==> config.mk <==
export PLATFORM = sky130hd
export DESIGN_NAME = switch_change_encoder
export DESIGN_NICKNAME = d
export VERILOG_FILES = /design/src/rtl/overcook_pkg.sv /design/src/rtl/sw_debounce.sv /design/src/rtl/switch_change_encoder.sv
export SDC_FILE = /design/constraint.sdc
export NUM_CORES = 1
export LEC_CHECK = 0
export ABC_CLOCK_PERIOD_IN_PS = 3260
export BUFFER_PORTS_ARGS = -buffer_cell sky130_fd_sc_hd__buf_2
export CORE_ASPECT_RATIO = 0.8
export CORE_MARGIN = 5
export CORE_UTILIZATION = 50
export DETAILED_ROUTE_END_ITERATION = 8
export PLACE_DENSITY = 0.68
export RECOVER_POWER = 100
export SLEW_MARGIN = 5
export SYNTH_ARGS = -nofsm -noshare
export SYNTH_HDL_FRONTEND = slang
export SYNTH_HIERARCHICAL = 1
export SYNTH_SLANG_ARGS = --single-unit
==> constraint.sdc <==
create_clock -name clk -period 3.26 [get_ports clk]
set_clock_uncertainty 0.1 [all_clocks]
set_input_delay 0.489 -clock clk [delete_from_list [all_inputs] [get_ports clk]]
set_output_delay 0.489 -clock clk [all_outputs]
set_load 0.01 [all_outputs]
==> src/rtl/overcook_pkg.sv <==
`default_nettype none
// ============================================================================
//  Package  : overcook_pkg
//  Purpose  : Shared constants and types for the switch change encoder.
//             NO_CHANGE is the idle code on the 4-bit change bus; state_t is
//             the encoder FSM state.
//  Revision : 1.0  initial release
// ============================================================================
package overcook_pkg;

  localparam logic [3:0] NO_CHANGE = 4'hF;

  typedef enum logic [1:0] {
    ST_IDLE = 2'd0,
    ST_EMIT = 2'd1,
    ST_GAP  = 2'd2
  } state_t;

endpackage : overcook_pkg
`default_nettype wire

==> src/rtl/sw_debounce.sv <==
`default_nettype none
// ============================================================================
//  Module   : sw_debounce
//  Purpose  : One switch lane: 2-flop synchroniser, hold-time debouncer and a
//             one-cycle toggle pulse that is high in the cycle the debounced
//             level shows its new value.
//  Ports    : clk      in  system clock
//             rst_n    in  asynchronous active-low reset
//             i_raw    in  raw (asynchronous) switch level
//             o_stable out debounced level
//             o_tog    out pulse, high while o_stable differs from last cycle
//  Revision : 1.0  initial release
// ============================================================================
module sw_debounce #(
  parameter int DEBOUNCE_CYCLES = 1000
) (
  input  logic clk,
  input  logic rst_n,
  input  logic i_raw,
  output logic o_stable,
  output logic o_tog
);

  localparam int CW = (DEBOUNCE_CYCLES > 2) ? $clog2(DEBOUNCE_CYCLES) : 1;
  localparam logic [CW-1:0] c_cnt_max = CW'(DEBOUNCE_CYCLES - 1);

  logic          r_sync1;
  logic          r_sync2;
  logic [CW-1:0] r_cnt;
  logic          r_stable;
  logic          r_tog;

  always_ff @(posedge clk or negedge rst_n) begin
    if (!rst_n) begin
      r_sync1  <= 1'b0;
      r_sync2  <= 1'b0;
      r_cnt    <= '0;
      r_stable <= 1'b0;
      r_tog    <= 1'b0;
    end else begin
      r_sync1 <= i_raw;
      r_sync2 <= r_sync1;
      r_tog   <= 1'b0;
      if (r_sync2 == r_stable) begin
        r_cnt <= '0;
      end else if (r_cnt == c_cnt_max) begin
        // Level has differed for DEBOUNCE_CYCLES consecutive cycles.
        r_stable <= ~r_stable;
        r_cnt    <= '0;
        r_tog    <= 1'b1;
      end else begin
        r_cnt <= r_cnt + CW'(1);
      end
    end
  end

  assign o_stable = r_stable;
  assign o_tog    = r_tog;

endmodule : sw_debounce
`default_nettype wire

==> src/rtl/switch_change_encoder.sv <==
`default_nettype none
// ============================================================================
//  Module   : switch_change_encoder
//  Purpose  : Turns raw player switches into single-cycle switch-index codes
//             on o_change (4'hF = no change). Per-switch debounce lanes feed a
//             pending mask; a lowest-index-first FSM emits one code per event
//             followed by GAP_CYCLES idle cycles.
//  Ports    : clk            in   system clock
//             rst_n          in   asynchronous active-low reset
//             i_enable       in   1 = report events, 0 = track silently
//             i_sw_raw       in   raw switch levels [N_SW]
//             o_change       out  toggled switch index for one cycle, else F
//             o_change_valid out  high exactly when o_change != 4'hF
//             o_pending      out  debounced toggles not yet emitted [N_SW]
//             o_sw_stable    out  debounced switch levels [N_SW]
//             o_dropped      out  sticky: toggle while already pending
//  Config   : SWCHG_RISE_ONLY_EN - only 0->1 debounced transitions are events
//  Revision : 1.0  initial release
// ============================================================================
module switch_change_encoder
  import overcook_pkg::*;
#(
  parameter int N_SW            = 4,
  parameter int DEBOUNCE_CYCLES = 1000,
  parameter int GAP_CYCLES      = 2
) (
  input  logic            clk,
  input  logic            rst_n,
  input  logic            i_enable,
  input  logic [N_SW-1:0] i_sw_raw,
  output logic [3:0]      o_change,
  output logic            o_change_valid,
  output logic [N_SW-1:0] o_pending,
  output logic [N_SW-1:0] o_sw_stable,
  output logic            o_dropped
);

  localparam int GW = (GAP_CYCLES > 2) ? $clog2(GAP_CYCLES) : 1;
  localparam int GAP_LAST_INT = (GAP_CYCLES > 0) ? GAP_CYCLES - 1 : 0;
  localparam logic [GW-1:0] c_gap_last = GW'(GAP_LAST_INT);

  logic [N_SW-1:0] w_stable;
  logic [N_SW-1:0] w_tog;
  logic [N_SW-1:0] w_tog_eff;
  logic [N_SW-1:0] w_clr;
  logic [3:0]      w_lowest;
  logic            w_slot;
  logic            w_launch;

  logic [N_SW-1:0] r_pending;
  logic            r_dropped;
  state_t          r_state;
  logic [GW-1:0]   r_gap_cnt;
  logic [3:0]      r_change;
  logic            r_change_valid;

  for (genvar gi = 0; gi < N_SW; gi++) begin : g_sw
    sw_debounce #(
      .DEBOUNCE_CYCLES(DEBOUNCE_CYCLES)
    ) u_deb (
      .clk     (clk),
      .rst_n   (rst_n),
      .i_raw   (i_sw_raw[gi]),
      .o_stable(w_stable[gi]),
      .o_tog   (w_tog[gi])
    );
  end

`ifdef SWCHG_RISE_ONLY_EN
  // o_stable already holds the new level while the toggle pulse is high.
  assign w_tog_eff = w_tog & w_stable;
`else
  assign w_tog_eff = w_tog;
`endif

  // Lowest set pending index wins.
  always_comb begin
    w_lowest = NO_CHANGE;
    for (int i = N_SW - 1; i >= 0; i--) begin
      if (r_pending[i]) w_lowest = 4'(i);
    end
  end

  // A code may start from IDLE, or directly as the forced gap ends, so that
  // back-to-back codes are separated by exactly GAP_CYCLES idle cycles.
  always_comb begin
    w_slot = 1'b0;
    case (r_state)
      ST_IDLE: w_slot = 1'b1;
      ST_EMIT: w_slot = (GAP_CYCLES == 0);
      ST_GAP:  w_slot = (r_gap_cnt == c_gap_last);
      default: w_slot = 1'b0;
    endcase
  end

  assign w_launch = w_slot && i_enable && (|r_pending);

  always_comb begin
    w_clr = '0;
    for (int i = 0; i < N_SW; i++) begin
      w_clr[i] = w_launch && (w_lowest == 4'(i));
    end
  end

  // Pending mask and sticky drop flag. A toggle landing on the bit being
  // cleared this cycle re-arms it without counting as a drop.
  always_ff @(posedge clk or negedge rst_n) begin
    if (!rst_n) begin
      r_pending <= '0;
      r_dropped <= 1'b0;
    end else if (!i_enable) begin
      r_pending <= '0;
    end else begin
      r_pending <= (r_pending & ~w_clr) | w_tog_eff;
      if (|(w_tog_eff & r_pending & ~w_clr)) r_dropped <= 1'b1;
    end
  end

  always_ff @(posedge clk or negedge rst_n) begin
    if (!rst_n) begin
      r_state        <= ST_IDLE;
      r_gap_cnt      <= '0;
      r_change       <= NO_CHANGE;
      r_change_valid <= 1'b0;
    end else begin
      r_change       <= NO_CHANGE;
      r_change_valid <= 1'b0;
      case (r_state)
        ST_IDLE: r_state <= ST_IDLE;
        ST_EMIT: begin
          if (GAP_CYCLES > 0) begin
            r_state   <= ST_GAP;
            r_gap_cnt <= '0;
          end else begin
            r_state <= ST_IDLE;
          end
        end
        ST_GAP: begin
          if (r_gap_cnt == c_gap_last) r_state <= ST_IDLE;
          else                         r_gap_cnt <= r_gap_cnt + GW'(1);
        end
        default: r_state <= ST_IDLE;
      endcase
      if (w_launch) begin
        r_state        <= ST_EMIT;
        r_change       <= w_lowest;
        r_change_valid <= 1'b1;
      end
    end
  end

  assign o_change       = r_change;
  assign o_change_valid = r_change_valid;
  assign o_pending      = r_pending;
  assign o_sw_stable    = w_stable;
  assign o_dropped      = r_dropped;

endmodule : switch_change_encoder
`default_nettype wire
# Word-level counts from Yosys, hierarchy flattened
# Index checks and enable logic that the tools add are counted.
[totals]
register_bits = 69
out_inout_bits = 14
wordCells = 103
[op_classes]
n_addsub = 5
n_eq_ne = 14
n_mux = 29
n_bitwise = 13
reduce_logical = 16
[ops]
columns = ["op", "n"]
rows = [
  ["$mux 10", 8],
  ["$add 10x1->10 const B", 4],
  ["$eq 10x10->1 const B", 4],
  ["$mux 4", 6],
  ["$and 4x4->4", 3],
  ["$mux 1", 10],
  ["$reduce_and 2->1", 5],
  ["$eq 4x2->1 const B", 2],
  ["$not 1->1", 8],
  ["$reduce_or 4->1", 2],
  ["$logic_and 1x1->1", 6],
  ["$eq 1x1->1", 4],
  ["$eq 4x1->1 const B", 1],
  ["$logic_not 4->1", 1],
  ["$mux 2", 2],
  ["$not 4->4", 1],
  ["$or 4x4->4", 1],
  ["$pmux 1 s2", 2],
  ["$pmux 2 s2", 1],
  ["$ne 3x3->1 const B", 1],
  ["$eq 2x1->1 const B", 1],
  ["$eq 2x2->1 const B", 1],
  ["$logic_not 2->1", 1],
  ["$reduce_bool 2->1", 1],
  ["$add 1x1->1 const B", 1],
]

# Longest topological paths before layout
# Gate-level depths: netlist of run 1.
[logic_depth]
word_depth = 10
depth_mapped = 6
depth_no_buf = 6

# Modules after synthesis
# Netlist of run 1, hierarchy kept.
[by_module_without_submodules]
columns = ["mod", "instances", "cells_per_inst", "area_each_um2"]
rows = [
  ["sw_debounce", 4, 55, 629.4],
  ["switch_change_encoder", 1, 50, 598.1],
]

# Worst setup path after synthesis of run 1
# OpenSTA, ideal clock, no wires.
[synth_timing]
path_type = "flip-flop to flip-flop"
start = "reg r_state[0]"
end = "reg r_dropped, in the netlist o_dropped"
setup_time_ps = 126
arrival_time_ps = 1449
t_required_ps = 3034
path_slack_ps = 1585
path_stages_with_launch = 7
path_buffers = 0
path_cell_list = "dfrtp_1 inv_1 ha_1 a21oi_2 nand2b_4 o31a_1 a311o_1"
[synth_via]
elab_chain_len = 9
elab_cells_between_ends = 13
[synth_rtl]
columns = ["element", "line", "text"]
rows = [
  ["from (decl)", "switch_change_encoder.sv:52", "state_t r_state;"],
  ["from (signal assigned)", "switch_change_encoder.sv:121", "r_state <= ST_IDLE;"],
  ["from (signal assigned)", "switch_change_encoder.sv:129", "ST_IDLE: r_state <= ST_IDLE;"],
  ["from (signal assigned)", "switch_change_encoder.sv:132", "r_state <= ST_GAP;"],
  ["$eq 2x2->1 / $logic_not 2->1 (equally long branches)", "switch_change_encoder.sv:88", "case (r_state)"],
  ["$pmux 1 s2 (*)", "switch_change_encoder.sv:88", ""],
  ["$logic_and 1x1->1 (*) (2 in series)", "switch_change_encoder.sv:96", "assign w_launch = w_slot && i_enable && (|r_pending);"],
  ["$logic_and 1x1->1", "switch_change_encoder.sv:101", "w_clr[i] = w_launch && (w_lowest == 4'(i));"],
  ["$not 4->4 (*)", "switch_change_encoder.sv:115", "if (|(w_tog_eff & r_pending & ~w_clr)) r_dropped <= 1'b1;"],
  ["$and 4x4->4 (*)", "switch_change_encoder.sv:115", ""],
  ["$reduce_or 4->1 (*)", "switch_change_encoder.sv:115", ""],
  ["$reduce_and 2->1 (no source line) (*)", "n/a", ""],
  ["to (signal assigned)", "switch_change_encoder.sv:110", "r_dropped <= 1'b0;"],
  ["to (signal assigned)", "switch_change_encoder.sv:115", ""],
  ["to (decl)", "switch_change_encoder.sv:51", "logic r_dropped;"],
]
# Mark *: on every way between the ends. The rest lies on a longest branch, timed or not.
# A chain may end at the register's enable or synchronous reset.

# Final worst setup path of run 1
[layout_timing]
start = "reg r_state[0]"
end = "reg r_state[1]"
[layout_via]
elab_chain_len = 5
elab_cells_between_ends = 9
[layout_rtl]
columns = ["element", "line", "text"]
rows = [
  ["$eq 2x2->1 / $logic_not 2->1 (equally long branches)", "switch_change_encoder.sv:88", ""],
  ["$pmux 1 s2 (*)", "switch_change_encoder.sv:88", ""],
  ["$logic_and 1x1->1 (*) (2 in series)", "switch_change_encoder.sv:96", ""],
  ["named net w_launch", "switch_change_encoder.sv:48", "logic w_launch;"],
  ["$ne 3x3->1 (no source line) / $mux 2 (equally long branches)", "n/a", ""],
]
# The timed path passes the listed nets; every way through them passes the cells marked *.

==> metrics.cfg, run 1 <==
[status]
status=finished with violations
violations=capacitance limit, slew limit

[layout]
multi_input_area_mm2=0.00135
final_cell_count_no_fill=387
area_growth_pct=11.0
final_layout_size_suffix_gt1_share_pct=18.6
antenna_cells=0
nets=315
nFillCells=515
seqCellArea_mm2=0.00171

[pwr]
seqPwrFrac_pct=55.4
swShare_pct=23.0
p_int_mw=1.22
p_clk_share_pct=40.5
power_leakage_nw=1.44
p_comb_share_pct=4.1
powerDensity_mw_per_mm2=459
ir_drop_mv=0.266
p_switching_mw=0.365

[global_routing]
gr-total-overflow=0
grt_max_degree=32
met2_usage_pct=22.5
grt_antenna_before_repair=0
grtUsageTotal_pct=15.2
gr-usage-met3_pct=5.56
grt_pass1_vias=2020
grt_busiest_layer=met2
grt_pass1_wl_mm=9.47
met1_usage_pct=20.1

[setup_path]
endpoint_kind=flip-flop
critPathBufInv=1
crit_type=reg -> reg
r2r_setup_slack_ns=1.34
cp.required_ns=3.39
cp-start-kind=flip-flop
critPathMaxFanout=4
crit_chain=inv_1 -> ha_1 -> a21oi_1 -> nor3_1 -> nor3b_1 -> mux2_4
worst-endpoint-arrival_ns=2.05
cp_top_family=simple AND/OR/NAND/NOR gates
slowest_delay_ns=0.37
critPathSlowestCell=dfrtp_1

[cts]
htree_levels=3
cts.sinks=68
cts_root_buffer=clkbuf_8
clk_pin_slew_ns=0.07
cts_tree=yes
numCtsBuffers=9
cts_setup_buffers=0
insertion_delay_ns=0.34
cts_hold_buf=0
cts_resized=0
clockBufferDepth=2

[synth]
synth_nets=284
synth-edff-count=0
synth_most_common_cell=dfrtp_1
async_flop_share_pct=100
ys.flop_type=dfrtp_1
synth_cell_types=45
netlist.area_leader.share_pct=52.2
yosys-top-cells-count=dfrtp_1 (65), nor2_1 (22), o21ai_0 (19), a21oi_1 (14), nand2_1 (14)
synth_cells=270
synthesis.area_mm2=0.00312
synth.top_cells.by_area=dfrtp_1 (52%), xor2_1 (3.4%), o21ai_0 (3.1%)
synth_seq_area_share_pct=54.7
yosysWarnings=6
yosysTopAreaCell=dfrtp_1
avgSynthCellArea_um2=11.5
ys_seq_elements=68

[routing]
totalWireLength_mm=5.35
first_pass_iters=4
vias=2123
vias_per_cell=5.49
drc=0
postRouteAntennaNets=0
post_drt_wl_per_cell_um=13.8
drt_iter0_drc=58

[timing]
slew_viol_final=32
worst_slew_pin_slew_ns=1.68
setup_viol=0
timing_hold_violations_final=0
tns_ns=0
rsz0062_at_grt=false
fmax_ghz=0.521
slew_headroom_pct=-11.7
hold_slack_ns=0.148
setup_ws_ns=1.34
fin_crit_ns=1.92
period_share_pct=58.9

[die]
std_cell_rows=25
start_util_pct=52.1
core-area_mm2=0.00597
dieWidth_um=98.3
die-area_mm2=0.00792
die_y_um=80.6
io_pins=21

[placed_design]
io_buffers=20
placedCellCount=371
gp_congestion=0.795
dp_slack_ns=1.49
dp_hpwl_mm=3.75

[run]
drv_cap=1

[worst_hold_path]
min_path_type=in -> reg

per-layer routing:
| layer | up-vias | part of all wire, % | wire length (um) |
|---|---|---|---|
| li1 | 1050 | - | - |
| met1 | 1032 | 52 | 2790 |
| met2 | 33 | 42 | 2250 |
| met3 | 8 | 4.3 | 232 |
| met4 | 0 | 1.5 | 78 |
| met5 | - | 0 | 0 |
sequential cells by signal (all words and copies together), names as in the netlist:
register,count
g_sw.u_deb/r_cnt,40
g_sw.u_deb/o_tog,4
g_sw.u_deb/r_sync2,4
o_change_valid,1
o_change,3
g_sw.u_deb/r_sync1,4
r_gap_cnt,1
o_dropped,1
o_pending,4
g_sw.u_deb/o_stable,4
r_state,2
path summary, 6_finish.rpt:
kind,from,to,cells after the start
max in group asynchronous,rst_n,g_sw[2].u_deb/o_stable,2
worst max-delay path,r_state[0],r_state[1],6
worst max register to register,r_state[0],r_state[1],6
worst min register to register,g_sw[1].u_deb/r_sync1,g_sw[1].u_deb/r_sync2,0
min in group asynchronous,rst_n,o_pending[1],1
worst min-delay path,i_sw_raw[0],g_sw[0].u_deb/r_sync1,1
stage by stage:
| stage | instance area, um^2 | total power, mW | utilization [%] |
|---|---|---|---|
| 2_1_floorplan | 3120 | 0.928 | - |
| 3_3_place_gp | 3310 | 0.962 | 55.5 |
| 3_5_place_dp | 3310 | 0.964 | 55.5 |
| 4_1_cts | 3500 | 1.62 | 58.6 |
| 5_1_grt | 3460 | 1.67 | 57.9 |
| 6_report | 3460 | 1.59 | 57.9 |
logic make-up after synthesis:
logic type	count (synthesis)	synth area share [%]
adder cells (fa/ha/maj)	7	2.81
XOR/XNOR	20	5.62
AND/OR/NAND/NOR	95	18.9
AO/OA/AOI/OAI	67	14.4
buffers and inverters	7	1.20
flip-flops	68	54.7
multiplexers	6	2.29
cell usage in the layout (no fill, tap or decap), types with 5 or more instances in the layout:
master,count
nand2_1,14
xnor2_1,8
clkbuf_8,12
dfrtp_1,65
xor2_1,12
ha_1,7
or3_1,8
buf_2,5
nand3_1,12
clkbuf_1,16
nor2_1,22
and2_1,5
a21oi_1,16
mux2_2,5
o21ai_0,19
power by group through the flow:
stage               logic [mW]  registers (mW)  clock network, mW
floorplan               0.0350           0.893                  0
global placement        0.0673           0.895                  0
detailed placement      0.0689           0.896                  0
CTS                     0.0692           0.880              0.671
global route            0.0771           0.882              0.707
finish                  0.0654           0.879              0.642
area by class of cell:
cell class                      instances  share of cell area, %
Clock buffer                           13                   4.88
Multi-Input combinational cell        195                   39.0
Inverter                                5                  0.543
Clock inverter                          3                  0.579
Sequential cell                        68                   49.3
Timing Repair Buffer                   22                   2.79
Tap cell                               81                   2.93
No activity file was read; power rests on OpenSTA's default activity.
==> run 2: changes to the inputs <==
--- a/config.mk
+++ b/config.mk
@@ -5,7 +5,7 @@
 export SDC_FILE = /design/constraint.sdc
 export NUM_CORES = 1
 export LEC_CHECK = 0
-export ABC_CLOCK_PERIOD_IN_PS = 3260
+export ABC_CLOCK_PERIOD_IN_PS = 1940
 export BUFFER_PORTS_ARGS = -buffer_cell sky130_fd_sc_hd__buf_2
 export CORE_ASPECT_RATIO = 0.8
 export CORE_MARGIN = 5
==> constraint.sdc (replaced) <==
create_clock -name clk -period 1.94 [get_ports clk]
set_clock_uncertainty 0.1 [all_clocks]
set_input_delay 0.291 -clock clk [delete_from_list [all_inputs] [get_ports clk]]
set_output_delay 0.291 -clock clk [all_outputs]
set_load 0.01 [all_outputs]
==> run 2 against run 1 <==
  * The run now ends clean
  * Clock-buffer cell count decreased by 2
  * Die area unchanged
  * Sequential share of layout area decreased by 1.5 points
  * Register-to-register slack got worse by 1.2 ns
  * Largest power group unchanged
  * Highest routed layer unchanged
  * Global-route usage increased by 0.30 points
==> metrics.cfg, run 2 (synthesis gave the netlist of run 1 again) <==
[cts]
clockBufferDepth=2
cts_resized=0
clk_pin_slew_ns=0.07
numCtsBuffers=9
cts_tree=yes
cts.sinks=68
insertion_delay_ns=0.33
cts_root_buffer=clkbuf_8
htree_levels=3

[pwr]
p_clk_share_pct=44.5
p_comb_share_pct=4.2
swShare_pct=20.9
power_leakage_nw=1.49
p_int_mw=2.28
p_switching_mw=0.601
seqPwrFrac_pct=51.3
ir_drop_mv=0.422
powerDensity_mw_per_mm2=807

[setup_path]
cp-start-kind=flip-flop
crit_type=reg -> reg
r2r_setup_slack_ns=0.14
cp-startpoint=r_state[0]
critPathMaxFanout=4
cp.required_ns=2.06
endpoint=r_state[1]
endpoint_kind=flip-flop
r2r-end=r_state[1]
r2r-start=r_state[0]
r2r_cells=6
worst-endpoint-arrival_ns=1.93

[layout]
layout_commonest_cell=dfrtp_1
area_growth_pct=14.6
antenna_cells=0
final_cell_count_no_fill=392
nets=321
largest_reg_flops=40
final_layout_size_suffix_gt1_share_pct=19.0
layout_common_cells=dfrtp_1 (65), nor2_1 (22), o21ai_0 (19)
top_register=g_sw.u_deb/r_cnt

[global_routing]
grtUsageTotal_pct=15.5
grt_pass1_wl_mm=9.52
grt_pass1_vias=2009
gr-total-overflow=0
grt_antenna_before_repair=0
grt_max_degree=35

[die]
die_y_um=80.6
start_util_pct=52.1
io_pins=21
die-area_mm2=0.00792
core-area_mm2=0.00597
dieWidth_um=98.3
std_cell_rows=25

[timing]
slew_viol_final=0
period_share_pct=93.0
rsz0062_at_grt=false
fmax_ghz=0.554
fin_crit_ns=1.80
tns_ns=0
worst_slew_pin_slew_ns=1.00
timing_hold_violations_final=0
setup_viol=0
slew_headroom_pct=33.3

[placed_design]
placedCellCount=372
dp_hpwl_mm=3.90
io_buffers=20
gp_congestion=0.840

[worst_hold_path]
min_path_type=in -> reg
worstHoldPathCells=2

[routing]
drc=0
totalWireLength_mm=5.37
first_pass_iters=4
postRouteAntennaNets=0
drt_iter0_drc=89
vias_per_cell=5.40
post_drt_wl_per_cell_um=13.7
vias=2116

[run]
drv_cap=0

[status]
status=complete, no violations

[run 2: power by group through the flow]
stage	Clock, mW	Sequential [mW]	Combinational (mW)
after floorplan	0	1.50	0.0589
final	1.28	1.48	0.121
after global routing	1.40	1.48	0.140
after detailed placement	0	1.51	0.118
after global placement	0	1.50	0.117
after CTS	1.33	1.48	0.126
[run 2: area by class of cell]
cell class              instances  area [um^2]
clock buffers                  11          151
clock inverters                 4         72.6
fillers                       507         2400
inverters                       5         18.8
multi-input cells             195         1360
flip-flops and latches         68         1710
well taps                      81          101
repair buffers                 28          164
[run 2: repair_timing]
action,CTS,global route
buffers inserted,0,0
endpoints found under the setup margin,0,0
hold endpoints to repair,17,0
hold buffers,5,0
[run 2: layer usage]
metal | wire length (um) | track usage (%) | up-vias | part of all wire, %
met5 | 0 | 0 | - | 0
met4 | 76 | 6.14 | 0 | 1.4
met3 | 262 | 6.08 | 7 | 4.9
met2 | 2210 | 21.2 | 37 | 41
met1 | 2820 | 21.9 | 1016 | 53
li1 | - | - | 1056 | -
[run 2: per-stage QoR]
stage	area (um^2)	utilization [%]	total power [mW]	worst slack (ns)	hold slack, ns
after floorplan	3120	-	1.56	0.265	-0.105
after global placement	3330	55.8	1.62	0.209	0.157
after detailed placement	3330	55.8	1.62	0.156	0.153
after CTS	3610	60.4	2.93	0.143	0.134
after global routing	3570	59.7	3.02	0.0360	0.135
final	3570	59.7	2.88	0.136	0.152
[run 2: worst min path at each step]
stage	from	endpoint	slack (ns)
2_1_floorplan	rst_n	g_sw[0].u_deb/o_stable	-0.10
3_3_place_gp	rst_n	g_sw[1].u_deb/r_cnt[8]	0.16
6_report	i_enable	o_pending[3]	0.15
5_1_grt	i_enable	o_pending[3]	0.13
3_5_place_dp	rst_n	g_sw[1].u_deb/r_cnt[8]	0.15
4_1_cts	i_enable	o_pending[3]	0.13
[run 2: critical path: stages (launching register included)]
cell and delay, ns:
dfrtp_1 0.37, inv_1 0.07, ha_1 0.25, a21oi_2 0.24, nor3_2 0.09, nor3b_1 0.25
mux2_4 0.32
==> run 3: changes to the inputs <==
--- a/config.mk
+++ b/config.mk
@@ -11,7 +11,7 @@
 export CORE_MARGIN = 5
 export CORE_UTILIZATION = 50
 export DETAILED_ROUTE_END_ITERATION = 8
-export PLACE_DENSITY = 0.68
+export PLACE_DENSITY = 0.78
 export RECOVER_POWER = 100
 export SLEW_MARGIN = 5
 export SYNTH_ARGS = -nofsm -noshare
==> run 3 against run 2 <==
  * Via count fell by 0.90%
  * Global-route usage fell by 0.21 points
  * Die area did not move
  * Non-clock buffer count fell by 1
  * Core utilization fell by 0.46 points
  * Clock power fell by 8%
  * Total power fell by 3.7%
  * Critical path depth did not move
  * Sequential power barely moved
  * Flip-flop and latch count did not move
  * First-iteration DRC count fell by 31%
  * Critical path type unchanged
==> metrics.cfg, run 3 (synthesis gave the netlist of run 1 again) <==
[cts]
htree_levels=3
clk_pin_slew_ns=0.07
clockBufferDepth=2
numCtsBuffers=9
cts_root_buffer=clkbuf_8
cts_resized=0
cts_tree=yes
cts.sinks=68
insertion_delay_ns=0.34

[pwr]
ir_drop_mv=0.490
finalPower_mw=2.77
powerDensity_mw_per_mm2=783
power_leakage_nw=1.48

[setup_path]
critPathSlowestCell=dfrtp_1
slowest_delay_ns=0.39
crit_chain=inv_1 -> ha_1 -> a21oi_2 -> nand2b_4 -> o31a_1 -> a311o_1
r2r_cells=6
crit_type=reg -> reg
r2r-end=o_dropped
cp.required_ns=2.05
endpoint_kind=flip-flop
critPathMaxFanout=4
r2r_setup_slack_ns=0.11
worst-endpoint-arrival_ns=1.94
cp-start-kind=flip-flop
r2r-start=r_state[0]

[layout]
area_growth_pct=13.7
layout_commonest_cell=dfrtp_1
final_layout_size_suffix_gt1_share_pct=19.0
nFillCells=518
stdcell_area_mm2=0.00354
largest_reg_flops=40
top_register=g_sw.u_deb/r_cnt
antenna_cells=0
nets=320
final_cell_count_no_fill=392
layout_common_cells=dfrtp_1 (65), nor2_1 (22), o21ai_0 (19)

[status]
status=complete, no violations

[die]
die-area_mm2=0.00792
io_pins=21
std_cell_rows=25
start_util_pct=52.1
die_y_um=80.6
dieWidth_um=98.3
core-area_mm2=0.00597

[timing]
slew_headroom_pct=43.0
setup_viol=0
tns_ns=0
fmax_ghz=0.547
timing_hold_violations_final=0
rsz0062_at_grt=false
slew_viol_final=0
worst_slew_pin_slew_ns=0.856
fin_crit_ns=1.83
period_share_pct=94.3

[global_routing]
gr-total-overflow=0
grtUsageTotal_pct=15.3
grt_pass1_wl_mm=9.48
grt_antenna_before_repair=0
grt_pass1_vias=2082
grt_max_degree=69

[run]
drv_cap=0

[routing]
postRouteAntennaNets=0
totalWireLength_mm=5.33
drc=0
vias_per_cell=5.35
vias=2097
post_drt_wl_per_cell_um=13.6
drt_iter0_drc=61
first_pass_iters=4

[placed_design]
gp_congestion=0.782
placedCellCount=371
dp_hpwl_mm=3.71
dpl_cell_area_mm2=0.00333
io_buffers=20

[worst_hold_path]
min_path_type=in -> reg
worstHoldPathCells=2
holdPathEnd=o_pending[2]
hold_start=i_enable

[run 3: power breakdown]
| part | switching [mW] | internal (mW) | total (mW) |
|---|---|---|---|
| clock network | 0.480 | 0.701 | 1.18 |
| logic | 0.0706 | 0.0437 | 0.114 |
| registers | 0.0296 | 1.45 | 1.48 |
| total | 0.580 | 2.19 | 2.77 |
[run 3: layer usage]
metal	vias up	global-route usage, %	routed length, um
met4	0	5.05	52
met3	5	6.51	242
met2	26	23.4	2400
li1	1056	-	-
met1	1010	19.7	2630
met5	-	0	0
[run 3: how the worst max path moves through the flow]
stage                            to       start  depth (start not counted)
after floorplan           o_dropped  r_state[0]                          6
after global placement    o_dropped  r_state[0]                          6
after detailed placement  o_dropped  r_state[0]                          6
after CTS                 o_dropped  r_state[0]                          6
after global routing      o_dropped  r_state[0]                          6
final                     o_dropped  r_state[0]                          6
[run 3: critical path, delay by kind of cell (launching register included)]
family	cells	cell delay, ns
adder cells (fa/ha/maj)	1	0.24
buffers and inverters	1	0.10
flip-flops	1	0.39
AND/OR/NAND/NOR	1	0.16
AO/OA/AOI/OAI	3	0.71
[run 3: cell type report]
class | instances | area [um^2] | area share (%)
multi-input combinational | 195 | 1370 | 38.5
sequential | 68 | 1710 | 48.1
clock inverter | 1 | 30.0 | 0.848
timing repair buffer | 27 | 145 | 4.10
inverter | 5 | 18.8 | 0.530
tap | 81 | 101 | 2.86
clock buffer | 15 | 176 | 4.98
[run 3: per-stage QoR]
step	setup slack, ns	hold WS [ns]	util [%]
floorplan	0.265	-0.105	-
global placement	0.217	0.233	55.7
detailed placement	0.121	0.236	55.7
CTS	0.107	0.133	60.0
global route	0.0217	0.120	59.3
finish	0.110	0.145	59.3
[run 3: repair_timing]
item | in CTS | in global routing
endpoints found under the hold margin | 69 | 0
hold buffers | 5 | 0
buffers inserted | 0 | 0
